<file path="config.mk">
export PLATFORM = sky130hd
export DESIGN_NAME = spi_master_param
export DESIGN_NICKNAME = d
export VERILOG_FILES = /design/src/rtl/spi_master_param.sv
export SDC_FILE = /design/constraint.sdc
export NUM_CORES = 1
export LEC_CHECK = 0
export ABC_AREA = 0
export BUFFER_PORTS_ARGS = -buffer_cell sky130_fd_sc_hd__buf_2
export CORE_AREA = 5 5 65 67
export DETAILED_ROUTE_END_ITERATION = 10
export DIE_AREA = 0 0 70 72
export PLACE_DENSITY_LB_ADDON = 0.12
export SKIP_CTS_REPAIR_TIMING = 1
export SLEW_MARGIN = 20
export SYNTH_ARGS = -nofsm -noshare
export SYNTH_HDL_FRONTEND = slang
export SYNTH_SLANG_ARGS = --single-unit
</file>
<file path="constraint.sdc">
create_clock -name clk -period 2.05 [get_ports clk]
set_clock_uncertainty 0.1 [all_clocks]
set_input_delay 0 -clock clk [delete_from_list [all_inputs] [get_ports clk]]
set_output_delay 0 -clock clk [all_outputs]
set_load 0.01 [all_outputs]
</file>
<file path="src/rtl/spi_master_param.sv">
// spi_master_param: parametrised full-duplex SPI master with a valid/ready
// request port, runtime CPOL/CPHA per transfer and NUM_CS chip selects.
// Frame: IDLE -> SETUP (CLK_DIV) -> XFER (2*DATA_W half-periods) -> HOLD
// (CLK_DIV) -> IDLE. rx_valid pulses in the first IDLE cycle after HOLD.
// Optional: define SPI_LSB_FIRST_EN to add the lsb_first port, which selects
// LSB-first shifting for both mosi and rx_data.
module spi_master_param #(
    parameter  int DATA_W  = 8,
    parameter  int CLK_DIV = 4,
    parameter  int NUM_CS  = 1,
    localparam int CS_W    = (NUM_CS > 1) ? $clog2(NUM_CS) : 1
) (
    input  logic              clk,
    input  logic              rst,
    input  logic              tx_valid,
    output logic              tx_ready,
    input  logic [DATA_W-1:0] tx_data,
    input  logic [CS_W-1:0]   cs_sel,
    input  logic              cpol,
    input  logic              cpha,
    output logic              rx_valid,
    output logic [DATA_W-1:0] rx_data,
    output logic              busy,
    output logic              sclk,
    output logic              mosi,
    input  logic              miso,
    output logic [NUM_CS-1:0] cs_n
`ifdef SPI_LSB_FIRST_EN
    ,
    input  logic              lsb_first
`endif
);

    localparam int CNT_W = (CLK_DIV > 1) ? $clog2(CLK_DIV) : 1;
    localparam int HP_W  = $clog2(2 * DATA_W) + 1;
    localparam logic [CNT_W-1:0] DIV_LAST = CNT_W'(CLK_DIV - 1);
    localparam logic [HP_W-1:0]  HP_LAST  = HP_W'(2 * DATA_W - 1);

    typedef enum logic [1:0] {IDLE, SETUP, XFER, HOLD} state_t;

    state_t            state, state_nx;
    logic [CNT_W-1:0]  div_cnt;
    logic [HP_W-1:0]   half_cnt;
    logic              cpol_r, cpha_r, lsb_r, lsb_in;
    logic [CS_W-1:0]   cs_r;
    logic [DATA_W-1:0] tx_sh, rx_sh;
    logic              accept, div_end, lead_edge, trail_edge, last_edge;
    logic              shift_edge, sample_edge, done;

    // Bit that goes on the wire next, given the current bit order.
    function automatic logic head_bit(input logic [DATA_W-1:0] w, input logic lsb);
        return lsb ? w[0] : w[DATA_W-1];
    endfunction

    // Drop the bit just placed on the wire.
    function automatic logic [DATA_W-1:0] shift_out(input logic [DATA_W-1:0] w, input logic lsb);
        return lsb ? {1'b0, w[DATA_W-1:1]} : {w[DATA_W-2:0], 1'b0};
    endfunction

    // Insert a received bit so the first bit on the wire ends at the MSB (or LSB).
    function automatic logic [DATA_W-1:0] shift_in(input logic [DATA_W-1:0] w, input logic b,
                                                   input logic lsb);
        return lsb ? {b, w[DATA_W-1:1]} : {w[DATA_W-2:0], b};
    endfunction

    assign tx_ready    = (state == IDLE) && !rst;
    assign accept      = tx_valid && tx_ready;
    assign div_end     = (div_cnt == DIV_LAST);
    // Even half-periods end with the leading SCLK edge, odd ones with the trailing edge.
    assign lead_edge   = (state == XFER) && div_end && !half_cnt[0];
    assign trail_edge  = (state == XFER) && div_end && half_cnt[0];
    assign last_edge   = trail_edge && (half_cnt == HP_LAST);
    assign shift_edge  = cpha_r ? lead_edge : (trail_edge && !last_edge);
    assign sample_edge = cpha_r ? trail_edge : lead_edge;
    assign done        = (state == HOLD) && div_end;
    assign busy        = (state != IDLE) || rx_valid;

`ifdef SPI_LSB_FIRST_EN
    assign lsb_in = lsb_first;
    // Bit order of the frame in flight, captured at accept.
    always_ff @(posedge clk) begin
        if (rst)         lsb_r <= 1'b0;
        else if (accept) lsb_r <= lsb_first;
    end
`else
    assign lsb_in = 1'b0;
    assign lsb_r  = 1'b0;
`endif

    // Next-state and chip-select decode.
    always_comb begin
        state_nx = state;
        cs_n     = '1;
        case (state)
            IDLE:    if (accept) state_nx = SETUP;
            SETUP:   if (div_end) state_nx = XFER;
            XFER:    if (last_edge) state_nx = HOLD;
            HOLD:    if (done) state_nx = IDLE;
            default: state_nx = IDLE;
        endcase
        // An out-of-range cs_sel matches no line, so the frame runs with all selects high.
        if (state != IDLE) begin
            for (int i = 0; i < NUM_CS; i++) begin
                if (cs_r == CS_W'(i)) cs_n[i] = 1'b0;
            end
        end
    end

    // Control state, timing counters and registered SPI pins.
    always_ff @(posedge clk) begin
        if (rst) begin
            state    <= IDLE;
            div_cnt  <= '0;
            half_cnt <= '0;
            sclk     <= 1'b0;
            mosi     <= 1'b0;
            rx_valid <= 1'b0;
            rx_data  <= '0;
            cpol_r   <= 1'b0;
            cpha_r   <= 1'b0;
            cs_r     <= '0;
        end else begin
            state    <= state_nx;
            rx_valid <= done;
            div_cnt  <= ((state == IDLE) || div_end) ? '0 : div_cnt + CNT_W'(1);
            if (state != XFER)  half_cnt <= '0;
            else if (div_end)   half_cnt <= half_cnt + HP_W'(1);
            if (accept) begin
                cpol_r <= cpol;
                cpha_r <= cpha;
                cs_r   <= cs_sel;
                sclk   <= cpol;
                // With cpha=1 the first bit goes out on the first leading edge.
                mosi   <= cpha ? 1'b0 : head_bit(tx_data, lsb_in);
            end else begin
                if ((state == XFER) && div_end) sclk <= ~sclk;
                if (shift_edge)  mosi <= head_bit(tx_sh, lsb_r);
                else if (done)   mosi <= 1'b0;
            end
            if (done) rx_data <= rx_sh;
        end
    end

    // Transmit and receive shift registers.
    always_ff @(posedge clk) begin
        if (accept)          tx_sh <= cpha ? tx_data : shift_out(tx_data, lsb_in);
        else if (shift_edge) tx_sh <= shift_out(tx_sh, lsb_r);
        if (sample_edge)     rx_sh <= shift_in(rx_sh, miso, lsb_r);
    end

endmodule

</file>
==> summary.md, run 1 <==
| Metric | Value |
|---|---|
| CP endpoint kind | register |
| FMAX | 0.5340 GHz |
| Worst-Margin Slew | 0.4016 ns |
| Worst-path clk slew | 0.11 ns |
| Min-delay src | tx_data[7] |
| DRC viols | 0 |
| RSZ-0062 raised after global routing | no |
| CP Max Fanout | 8 |
| Most common cell after layout, fill and taps aside | buf_2 |
| Fin crit share | 91.35% |
| Bufs on Longest Clock Path | 2 |
| Critical path's slowest cell | dfxtp_1 |
| Post-Route WL | 3251 um |
| Max Slew Vio Count | 0 |
| Register Area | 920.9 um^2 |
| Iteration-0 DRC Markers | 39 |
| I/O Pins | 29 |
| R2R setup slack | 0.18 ns |
| Sink Count | 38 |
| Worst r2r src | half_cnt[1]$_SDFFE_PP0N_ |
| GRT overflow | 0 |
| Crit path cell chain | ha_1 > and3_1 > ha_1 > nor3b_2 > o21bai_2 > nand2_2 |
| Yosys cell types | 35 |
| Core Area | 3578 um^2 |
| H-Tree Depth | 2 |
| Layout cells sized above 1 | 26.83% |
| Total Nets Final | 226 |
| Startpoint types | register |
| Hold Crit Depth | 3 |
| Antenna violations before repair | 0 |
| Wire length of the first global-routing pass | 5140 um |
| Final hold vios | 1 |
| Dpl ws | 0.07884 ns |
| Diodes inserted | 0 |
| Area of the multi-input gates | 710.7 um^2 |
| Failing checks | hold timing |
| Root buffer cell | clkbuf_4 |
| Tot GR Track Use | 12.88% |
| Worst Reg-to-Reg Cells | 6 |
| Layout fillers | 337 |
| Status | finished, violations left |
| Die area | 5040 um^2 |
| Insertion delay to the later sink of the worst-skew pair | 0.35 ns |
| WL per Instance | 12.85 um |
| Chip width | 70 um |
| Cell Area, Synth | 1687 um^2 |
| WP data arrival | 1.82 ns |
| Synthesized area per cell | 10.81 um^2 |
| Lkg Pwr | 0.0008819 uW |
| Syn Nets | 178 |
| WS Path Type | register to register |
| Final Critical Period | 1.873 ns |
| CP dominant cell by count | ha_1 |
| Dpl hpwl | 2261 um |
| Worst hold path endpoint | tx_sh[7]$_DFFE_PP_ |
| R2R Path End | tx_sh[0]$_SDFFCE_PN0P_ |
| P&R area growth vs syn | 25.59% |
| VDD IR-drop max | 522.3 uV |
| Max stage delay on crit path | 0.35 ns |
| CTS tree | built |
| Number of non-filler instances in the completed layout | 253 |
| Largest net degree at the start of global routing | 22 |
| Height of the chip | 72 um |
| Setup_tns | 0 ns |
| 1st-pass router iterations | 4 |
| Final Hold Slack | -0.05048 ns |
| RePlAce Congestion | 0.8212 |
| Vias in the first global route | 1216 |
| WP data required | 2.00 ns |
| TritonCTS buffer count | 5 |
| Drt via density | 4.893 |
| Placed Cells | 232 |
| Most frequent cells in the layout | buf_2, nand2_1, dfxtp_1, edfxtp_1, dlygate4sd3_1 |
| Syn Inst Count | 156 |
| Maxcap violations | 0 |
| Hold WC Path Type | input pin to register |
| Post-synthesis sequential area ratio | 54.60% |
| Initial cell density of the core | 47.13% |
| Num rows | 22 |
| Worst relative slew slack | 73.23% |
| Port Buffers | 28 |
| Antenna-violating nets left | 0 |
| Ys Warns | 0 |
| Yosys reg bits | 38 |
| Post-route worst setup slack | 0.1773 ns |
| Power Dens Cells | 858.2 nW/um^2 |
| Setup-failing EPs final | 0 |
| DR vias | 1238 |
per-layer routing:
metal	share of wire [%]	up-vias	global-route usage, %
li1	-	635	-
met1	46	569	14.80
met2	48	26	21.09
met3	4.6	8	3.740
met4	2.2	0	8.298
met5	0	-	0
critical path: cells and delay by family, from the launching register on:
family	cells	cell delay, ns
flops	1	0.35
simple gates	3	0.59
fa+ha+maj	2	0.42
compound gates	1	0.12
cell usage after synthesis:
master / n / area [um^2]
nor3b_2: 2 / 25.02
and3_1: 2 / 12.51
nor4_1: 1 / 6.260
inv_1: 4 / 15.01
nand4_1: 1 / 6.260
o21ba_2: 1 / 10.01
o21bai_2: 1 / 11.26
dfxtp_1: 22 / 440.4
nor2b_1: 3 / 18.77
and2_1: 1 / 6.260
xnor2_1: 1 / 8.760
edfxtp_1: 16 / 480.5
a211oi_1: 2 / 15.01
buf_4: 1 / 7.510
o211a_1: 1 / 10.01
buf_1: 1 / 3.750
nor2_1: 12 / 45.04
xor2_1: 3 / 26.28
nor4b_1: 1 / 8.760
nand2_1: 28 / 105.1
nor3_1: 3 / 15.01
a311oi_2: 2 / 30.03
nand3_2: 1 / 10.01
mux2i_1: 10 / 100.1
nand2b_1: 3 / 18.77
o21ai_0: 8 / 40.04
clkbuf_1: 4 / 15.01
nand3b_1: 1 / 7.510
a21oi_1: 8 / 40.04
ha_1: 7 / 87.58
or2_2: 1 / 6.260
buf_2: 1 / 5.000
a221oi_4: 1 / 26.28
buf_6: 1 / 11.26
nand3b_2: 1 / 11.26
worst max path at each step:
stage                                  start                endpoint  slack, ns  cells past startpoint
finish              half_cnt[1]$_SDFFE_PP0N_  tx_sh[0]$_SDFFCE_PN0P_       0.18                      6
global route        half_cnt[1]$_SDFFE_PP0N_      tx_sh[2]$_DFFE_PP_       0.08                      6
CTS                 half_cnt[1]$_SDFFE_PP0N_      tx_sh[4]$_DFFE_PP_       0.06                      6
detailed placement  half_cnt[1]$_SDFFE_PP0N_      tx_sh[4]$_DFFE_PP_       0.08                      6
global placement    half_cnt[0]$_SDFFE_PP0N_      tx_sh[3]$_DFFE_PP_       0.13                      6
floorplan              state[0]$_SDFFE_PP0P_      rx_sh[0]$_DFFE_PP_       0.15                      4
sequential cells by signal (all words and copies together) (netlist names):
| register | cells |
|---|---|
| cpha_r | 1 |
| cs_r | 1 |
| div_cnt | 2 |
| half_cnt | 5 |
| mosi | 1 |
| rx_data | 8 |
| rx_sh | 8 |
| rx_valid | 1 |
| sclk | 1 |
| state | 2 |
| tx_sh | 8 |
stage by stage:
step	cell area, um^2	power [uW]	utilization, %	hold slack (ns)
2_1_floorplan	1687	1190	-	-0.001131
3_3_place_gp	1904	1294	53.22	0.07822
6_report	2118	1818	59.20	-0.05048
5_1_grt	2118	1940	59.20	0.004281
3_5_place_dp	1904	1308	53.22	0.07871
4_1_cts	1986	1819	55.49	-0.3006
power breakdown:
| part | switching, uW | leakage [uW] | internal (uW) |
|---|---|---|---|
| Combinational | 217 | 0.000515 | 200 |
| Sequential | 31.7 | 0.000325 | 859 |
| Clock | 254 | 0.0000417 | 257 |
| Total | 502 | 0.000882 | 1320 |
cell families (layout without fill, tap and decap cells):
family                   count (synthesis)  count (layout)  synth area share, %
AO/OA/AOI/OAI                           24              24                10.83
AND/OR/NAND/NOR                         61              61                17.95
multiplexers                            10              10                5.935
flip-flops                              38              38                54.60
XOR/XNOR                                 4               4                2.078
buffers and inverters                   12              61                3.412
adder cells (fa/ha/maj)                  7               7                5.193
final cells by class:
cell class | instances | share of cell area (%)
timing repair buffer | 49 | 15.59
sequential | 38 | 43.47
clock inverter | 3 | 2.067
clock buffer | 5 | 1.772
tap | 48 | 2.835
inverter | 4 | 0.7088
multi-input combinational | 106 | 33.55
No activity file was read; power rests on OpenSTA's default activity.
==> run 2: changes to the inputs <==
--- a/config.mk
+++ b/config.mk
@@ -10,7 +10,9 @@
 export CORE_AREA = 5 5 65 67
 export DETAILED_ROUTE_END_ITERATION = 10
 export DIE_AREA = 0 0 70 72
+export HOLD_SLACK_MARGIN = 0.12
 export PLACE_DENSITY_LB_ADDON = 0.12
+export RECOVER_POWER = 50
 export SKIP_CTS_REPAIR_TIMING = 1
 export SLEW_MARGIN = 20
 export SYNTH_ARGS = -nofsm -noshare
==> summary.md, run 2 (synthesized netlist as in run 1, its figures left out) <==
| Metric | Value |
|---|---|
| Status | completed |
| Max Used Layer | met4 |
| Insertion delay to the later sink of the worst-skew pair | 0.34 ns (about the same) |
| Crit path cell chain | ha_1 > and3_1 > ha_1 > nor3b_2 > o21bai_2 > nand2_2 |
| Root buffer cell | clkbuf_4 |
| Vias in the first global route | 1216 (unchanged) |
| WL met1 | 1472 um (-0.67%) |
| Largest net degree at the start of global routing | 22 (unchanged) |
| CP dominant cell by count | ha_1 |
| Wire length of the first global-routing pass | 5140 um (unchanged) |
| Total Nets Final | 230 (+1.8%) |
| RSZ-0062 raised after global routing | no |
| H-Tree Depth | 2 (unchanged) |
| CP Max Fanout | 8 (unchanged) |
| Maxcap violations | 0 (unchanged) |
| Core Area | 3578 um^2 (unchanged) |
| P&R area growth vs syn | 26.26% |
| Dpl hpwl | 2261 um (unchanged) |
| TritonCTS buffer count | 5 (unchanged) |
| Worst-Margin Slew | 0.4177 ns (+0.01608 ns) |
| Sink Count | 38 (unchanged) |
| RePlAce Congestion | 0.8212 (unchanged) |
| Final Critical Period | 1.870 ns (-0.003119 ns) |
| Height of the chip | 72 um (unchanged) |
| Iteration-0 DRC Markers | 47 (+21%) |
| Max stage delay on crit path | 0.35 ns (about the same) |
| DRC viols | 0 (unchanged) |
| GRT overflow | 0 (unchanged) |
| Num rows | 22 (unchanged) |
| Die area | 5040 um^2 (unchanged) |
| WS Path Type | register to register |
| 1st-pass router iterations | 4 (unchanged) |
| Antenna-violating nets left | 0 (unchanged) |
| WL per Instance | 12.78 um (-0.56%) |
| Leading registers by flop count | rx_data: 8 flops, rx_sh: 8 flops, tx_sh: 8 flops |
| CTS tree | built |
| Most frequent cells in the layout | nand2_1, dfxtp_1, dlygate4sd3_1, buf_2, edfxtp_1 |
| Chip width | 70 um (unchanged) |
| I/O Pins | 29 (unchanged) |
| Fin crit share | 91.20% (-0.15 points) |
| FMAX | 0.5349 GHz (+0.17%) |
| Initial cell density of the core | 47.13% (unchanged) |
| WP data arrival | 1.81 ns (about the same) |
| R2R setup slack | 0.18 ns (about the same) |
| Startpoint types | register |
| Post-Route WL | 3284 um (+1.0%) |
| Max Slew Vio Count | 0 (unchanged) |
| Hold WC Path Type | input pin to register |
| CP endpoint kind | register |
| Worst relative slew slack | 72.15% (-1.1 points) |
| Worst hold path endpoint | rx_sh[0]$_DFFE_PP_ |
| Antenna violations before repair | 0 (unchanged) |
| R2R Path End | tx_sh[0]$_SDFFCE_PN0P_ |
| Layout cells sized above 1 | 19.14% (-7.7 points) |
| WL met3 | 139 um (-6.1%) |
| Setup_tns | 0 ns (unchanged) |
| Port Buffers | 28 (unchanged) |
| Drt via density | 4.864 (-0.60%) |
| Worst r2r src | half_cnt[1]$_SDFFE_PP0N_ |
| Critical path's slowest cell | dfxtp_1 |
| Final hold vios | 0 (-1) |
| Most common cell after layout, fill and taps aside | nand2_1 |
| Tot GR Track Use | 12.88% (unchanged) |
| Power Dens Cells | 847.8 nW/um^2 (-1.2%) |
| Worst Reg-to-Reg Cells | 6 (unchanged) |
| Min-delay src | miso |
| Lkg Pwr | 0.0008347 uW (-5.4%) |
| VDD IR-drop max | 514.4 uV (-1.5%) |
| Post-route worst setup slack | 0.1804 ns (+0.003119 ns) |
| Hold Crit Depth | 2 (-1) |
| Metal2 WL | 1634 um (+5.6%) |
| Setup-failing EPs final | 0 (unchanged) |
| Worst-path clk slew | 0.12 ns (about the same) |
| Bufs on Longest Clock Path | 2 (unchanged) |
| Layout fillers | 343 (+1.8%) |
| DR vias | 1250 (+0.97%) |
| Diodes inserted | 0 (unchanged) |
| Dpl ws | 0.07884 ns (unchanged) |
| WP data required | 1.99 ns (about the same) |
[run 2: cell count changes in the layout (fill, tap and decap cells not counted), sizes merged]
cell	delta
buf	-15
dlygate4sd3	+4
clkbuf	+15
[run 2: power by group]
| group | total [uW] | switching [uW] | internal, uW |
|---|---|---|---|
| sequential | 891 | 31.9 | 859 |
| clock | 509 | 252 | 257 |
| combinational | 405 | 217 | 188 |
| total | 1810 | 501 | 1300 |
[run 2: metrics by stage]
step | area (um^2) | std cells | hold slack, ns | total power [uW] | utilization (%)
3_3_place_gp | 1904 | 232 | 0.07822 | 1294 | 53.22
6_report | 2130 | 257 | 0.2547 | 1805 | 59.51
2_1_floorplan | 1687 | 156 | -0.001131 | 1190 | -
4_1_cts | 1986 | 240 | -0.3006 | 1819 | 55.49
3_5_place_dp | 1904 | 232 | 0.07871 | 1308 | 53.22
5_1_grt | 2130 | 257 | 0.2297 | 1929 | 59.51
[run 2: final cells by class]
| class | count | area [um^2] | area share (%) |
|---|---|---|---|
| multi-input combinational | 106 | 710.7 | 33.37 |
| inverter | 4 | 15.01 | 0.7051 |
| clock buffer | 5 | 37.54 | 1.763 |
| timing repair buffer | 53 | 341.6 | 16.04 |
| tap | 48 | 60.06 | 2.820 |
| clock inverter | 3 | 43.79 | 2.056 |
| sequential | 38 | 920.9 | 43.24 |
[run 2: how the worst max path moves through the flow]
stage,startpoint,to,slack (ns),cells after the start
2_1_floorplan,state[0]$_SDFFE_PP0P_,rx_sh[0]$_DFFE_PP_,0.15,4
3_3_place_gp,half_cnt[0]$_SDFFE_PP0N_,tx_sh[3]$_DFFE_PP_,0.13,6
3_5_place_dp,half_cnt[1]$_SDFFE_PP0N_,tx_sh[4]$_DFFE_PP_,0.08,6
4_1_cts,half_cnt[1]$_SDFFE_PP0N_,tx_sh[4]$_DFFE_PP_,0.06,6
5_1_grt,half_cnt[1]$_SDFFE_PP0N_,tx_sh[2]$_DFFE_PP_,0.08,6
6_report,half_cnt[1]$_SDFFE_PP0N_,tx_sh[0]$_SDFFCE_PN0P_,0.18,6
[run 2: per-layer routing]
metal	up-vias	track usage, %
met1	575	14.80
met2	25	21.09
met5	-	0
met3	4	3.740
met4	0	8.298
li1	646	-
[run 2: worst max-delay path: cells and delay by family (launching register included)]
family	cells	cell delay, ns
compound gates	1	0.12
fa+ha+maj	2	0.42
flops	1	0.35
simple gates	3	0.59
==> run 3: changes to the inputs <==
--- a/config.mk
+++ b/config.mk
@@ -6,10 +6,10 @@
 export NUM_CORES = 1
 export LEC_CHECK = 0
 export ABC_AREA = 0
-export BUFFER_PORTS_ARGS = -buffer_cell sky130_fd_sc_hd__buf_2
-export CORE_AREA = 5 5 65 67
+export CORE_AREA = 5 5 62 64
 export DETAILED_ROUTE_END_ITERATION = 10
-export DIE_AREA = 0 0 70 72
+export DIE_AREA = 0 0 67 69
+export DONT_BUFFER_PORTS = 1
 export HOLD_SLACK_MARGIN = 0.12
 export PLACE_DENSITY_LB_ADDON = 0.12
 export RECOVER_POWER = 50
==> summary.md, run 3 (synthesized netlist as in run 1, its figures left out) <==
| Metric | Value |
|---|---|
| Status | completed |
| Port Buffers | 0 (-100%) |
| Switching Fraction | 29.44% (+1.7 points) |
| Initial cell density of the core | 52.19% (+5.1 points) |
| Final Critical Period | 1.849 ns (-0.02045 ns) |
| Vias in the first global route | 1078 (-11%) |
| Post-Route WL | 3079 um (-6.2%) |
| Worst Reg-to-Reg Cells | 6 (unchanged) |
| WS Path Type | register to register |
| Root buffer cell | clkbuf_4 |
| Layout cells sized above 1 | 12.22% (-6.9 points) |
| Most common cell after layout, fill and taps aside | nand2_1 |
| Setup_tns | 0 ns (unchanged) |
| Final core occ | 61.05% (+1.5 points) |
| Iteration-0 DRC Markers | 60 (+28%) |
| Power Internal | 1147 uW (-12%) |
| Core Area | 3232 um^2 (-9.7%) |
| Crit. Startpoint | half_cnt[1]$_SDFFE_PP0N_ |
| Die area | 4623 um^2 (-8.3%) |
| Most frequent cells in the layout | nand2_1, dfxtp_1, dlygate4sd3_1, edfxtp_1, nor2_1 |
| H-Tree Depth | 2 (unchanged) |
| Leading registers by flop count | rx_data: 8 flops, rx_sh: 8 flops, tx_sh: 8 flops |
| Maxcap violations | 0 (unchanged) |
| R2R Path End | tx_sh[1]$_DFFE_PP_ |
| I/O Pins | 29 (unchanged) |
| Placed Area | 1747 um^2 (-8.3%) |
| CTS tree | built |
| Setup crit end | tx_sh[1]$_DFFE_PP_ |
| Final Hold Slack | 0.1776 ns (-0.07715 ns) |
| Hold Crit Depth | 1 (-1) |
| DR vias | 1176 (-5.9%) |
| RSZ-0062 raised after global routing | no |
| Chip width | 67 um (-4.3%) |
| Height of the chip | 69 um (-4.2%) |
| R2R setup slack | 0.20 ns (+0.02 ns) |
| FMAX | 0.5408 GHz (+1.1%) |
| 1st-pass router iterations | 4 (unchanged) |
| CP Max Fanout | 8 (unchanged) |
| Diodes inserted | 0 (unchanged) |
| WL per Instance | 13.62 um (+6.6%) |
| Final hold vios | 0 (unchanged) |
| Sink Count | 38 (unchanged) |
| Antenna violations before repair | 0 (unchanged) |
| Worst-path clk slew | 0.11 ns (about the same) |
| Antenna-violating nets left | 0 (unchanged) |
| Tot GR Track Use | 13.64% (+0.76 points) |
| Setup-failing EPs final | 0 (unchanged) |
| GRT overflow | 0 (unchanged) |
| Worst-Margin Slew | 0.7297 ns (+0.3120 ns) |
| CP endpoint kind | register |
| Worst relative slew slack | 51.19% (-21 points) |
| Num rows | 21 (-4.5%) |
| VDD IR-drop max | 513.3 uV (-0.22%) |
| RePlAce Congestion | 0.7781 (-5.2%) |
| Total Nets Final | 201 (-13%) |
| Startpoint types | register |
| Hold WC Path Type | input pin to register |
| TritonCTS buffer count | 5 (unchanged) |
| Drt via density | 5.204 (+7.0%) |
| Clock group share of total power | 22.7% (-5.5 points) |
| P&R area growth vs syn | 16.99% |
| Worst r2r src | half_cnt[1]$_SDFFE_PP0N_ |
| WP data arrival | 1.79 ns (-0.02 ns) |
| Dpl hpwl | 2138 um (-5.4%) |
| Insertion delay to the later sink of the worst-skew pair | 0.34 ns (about the same) |
| NetSw | 478.5 uW (-4.5%) |
| Comb power frac | 22.0% (-0.4 points) |
| Largest net degree at the start of global routing | 22 (unchanged) |
| Bufs on Longest Clock Path | 2 (unchanged) |
| Fin crit share | 90.20% (-1.0 points) |
| Max Slew Vio Count | 0 (unchanged) |
| WP data required | 1.99 ns (about the same) |
| Power Dens Cells | 823.6 nW/um^2 (-2.8%) |
| DRC viols | 0 (unchanged) |
| Layout fillers | 292 (-15%) |
| Seq pwr share | 55.3% (+5.9 points) |
| Lkg Pwr | 0.0007438 uW (-11%) |
| Wire length of the first global-routing pass | 4795 um (-6.7%) |
| Final Cell Area | 1973 um^2 (-7.3%) |
## run 3: worst max-delay path, cell delays in order, from the launching register on
cell	delay, ns
dfxtp_1	0.34
ha_1	0.19
and3_1	0.19
ha_1	0.21
nor3b_2	0.21
o21bai_2	0.12
nand2_2	0.19
## run 3: worst min-delay path by stage
stage	slack, ns	to	from
2_1_floorplan	-0.001	rx_sh[0]$_DFFE_PP_	miso
3_3_place_gp	-0.05	tx_ready	rst
3_5_place_dp	-0.05	tx_ready	rst
4_1_cts	-0.41	mosi$_SDFFE_PP0P_	rst
5_1_grt	0.17	rx_sh[0]$_DFFE_PP_	miso
6_report	0.18	rx_sh[0]$_DFFE_PP_	miso
## run 3: cell type report
cell class	count	area (um^2)	share of cell area, %
flip-flops and latches	38	920.9	46.67
multi-input cells	106	710.7	36.02
repair buffers	24	215.2	10.91
well taps	46	57.56	2.917
clock buffers	5	37.54	1.902
clock inverters	3	16.27	0.8244
inverters	4	15.01	0.7609
## run 3: stage by stage
stage,power [uW],worst slack (ns),instances
after floorplan,1190,0.1540,156
after CTS,1613,0.07080,208
after global routing,1722,0.09236,226
final,1625,0.2009,226
after detailed placement,1245,0.08713,200
after global placement,1229,0.1233,200
## run 3: power groups by stage
stage	Combinational, uW	Sequential [uW]	Clock, uW
3_3_place_gp	317	912	0
3_5_place_dp	328	917	0
5_1_grt	404	904	414
2_1_floorplan	285	904	0
4_1_cts	330	899	385
6_report	358	898	369
## run 3: per-layer routing
layer,global-route usage [%],vias to the layer above,wire length (um)
li1,-,586,-
met3,4.708,5,193
met4,7.432,0,43
met1,15.76,554,1267
met2,21.62,31,1574
met5,0,-,0
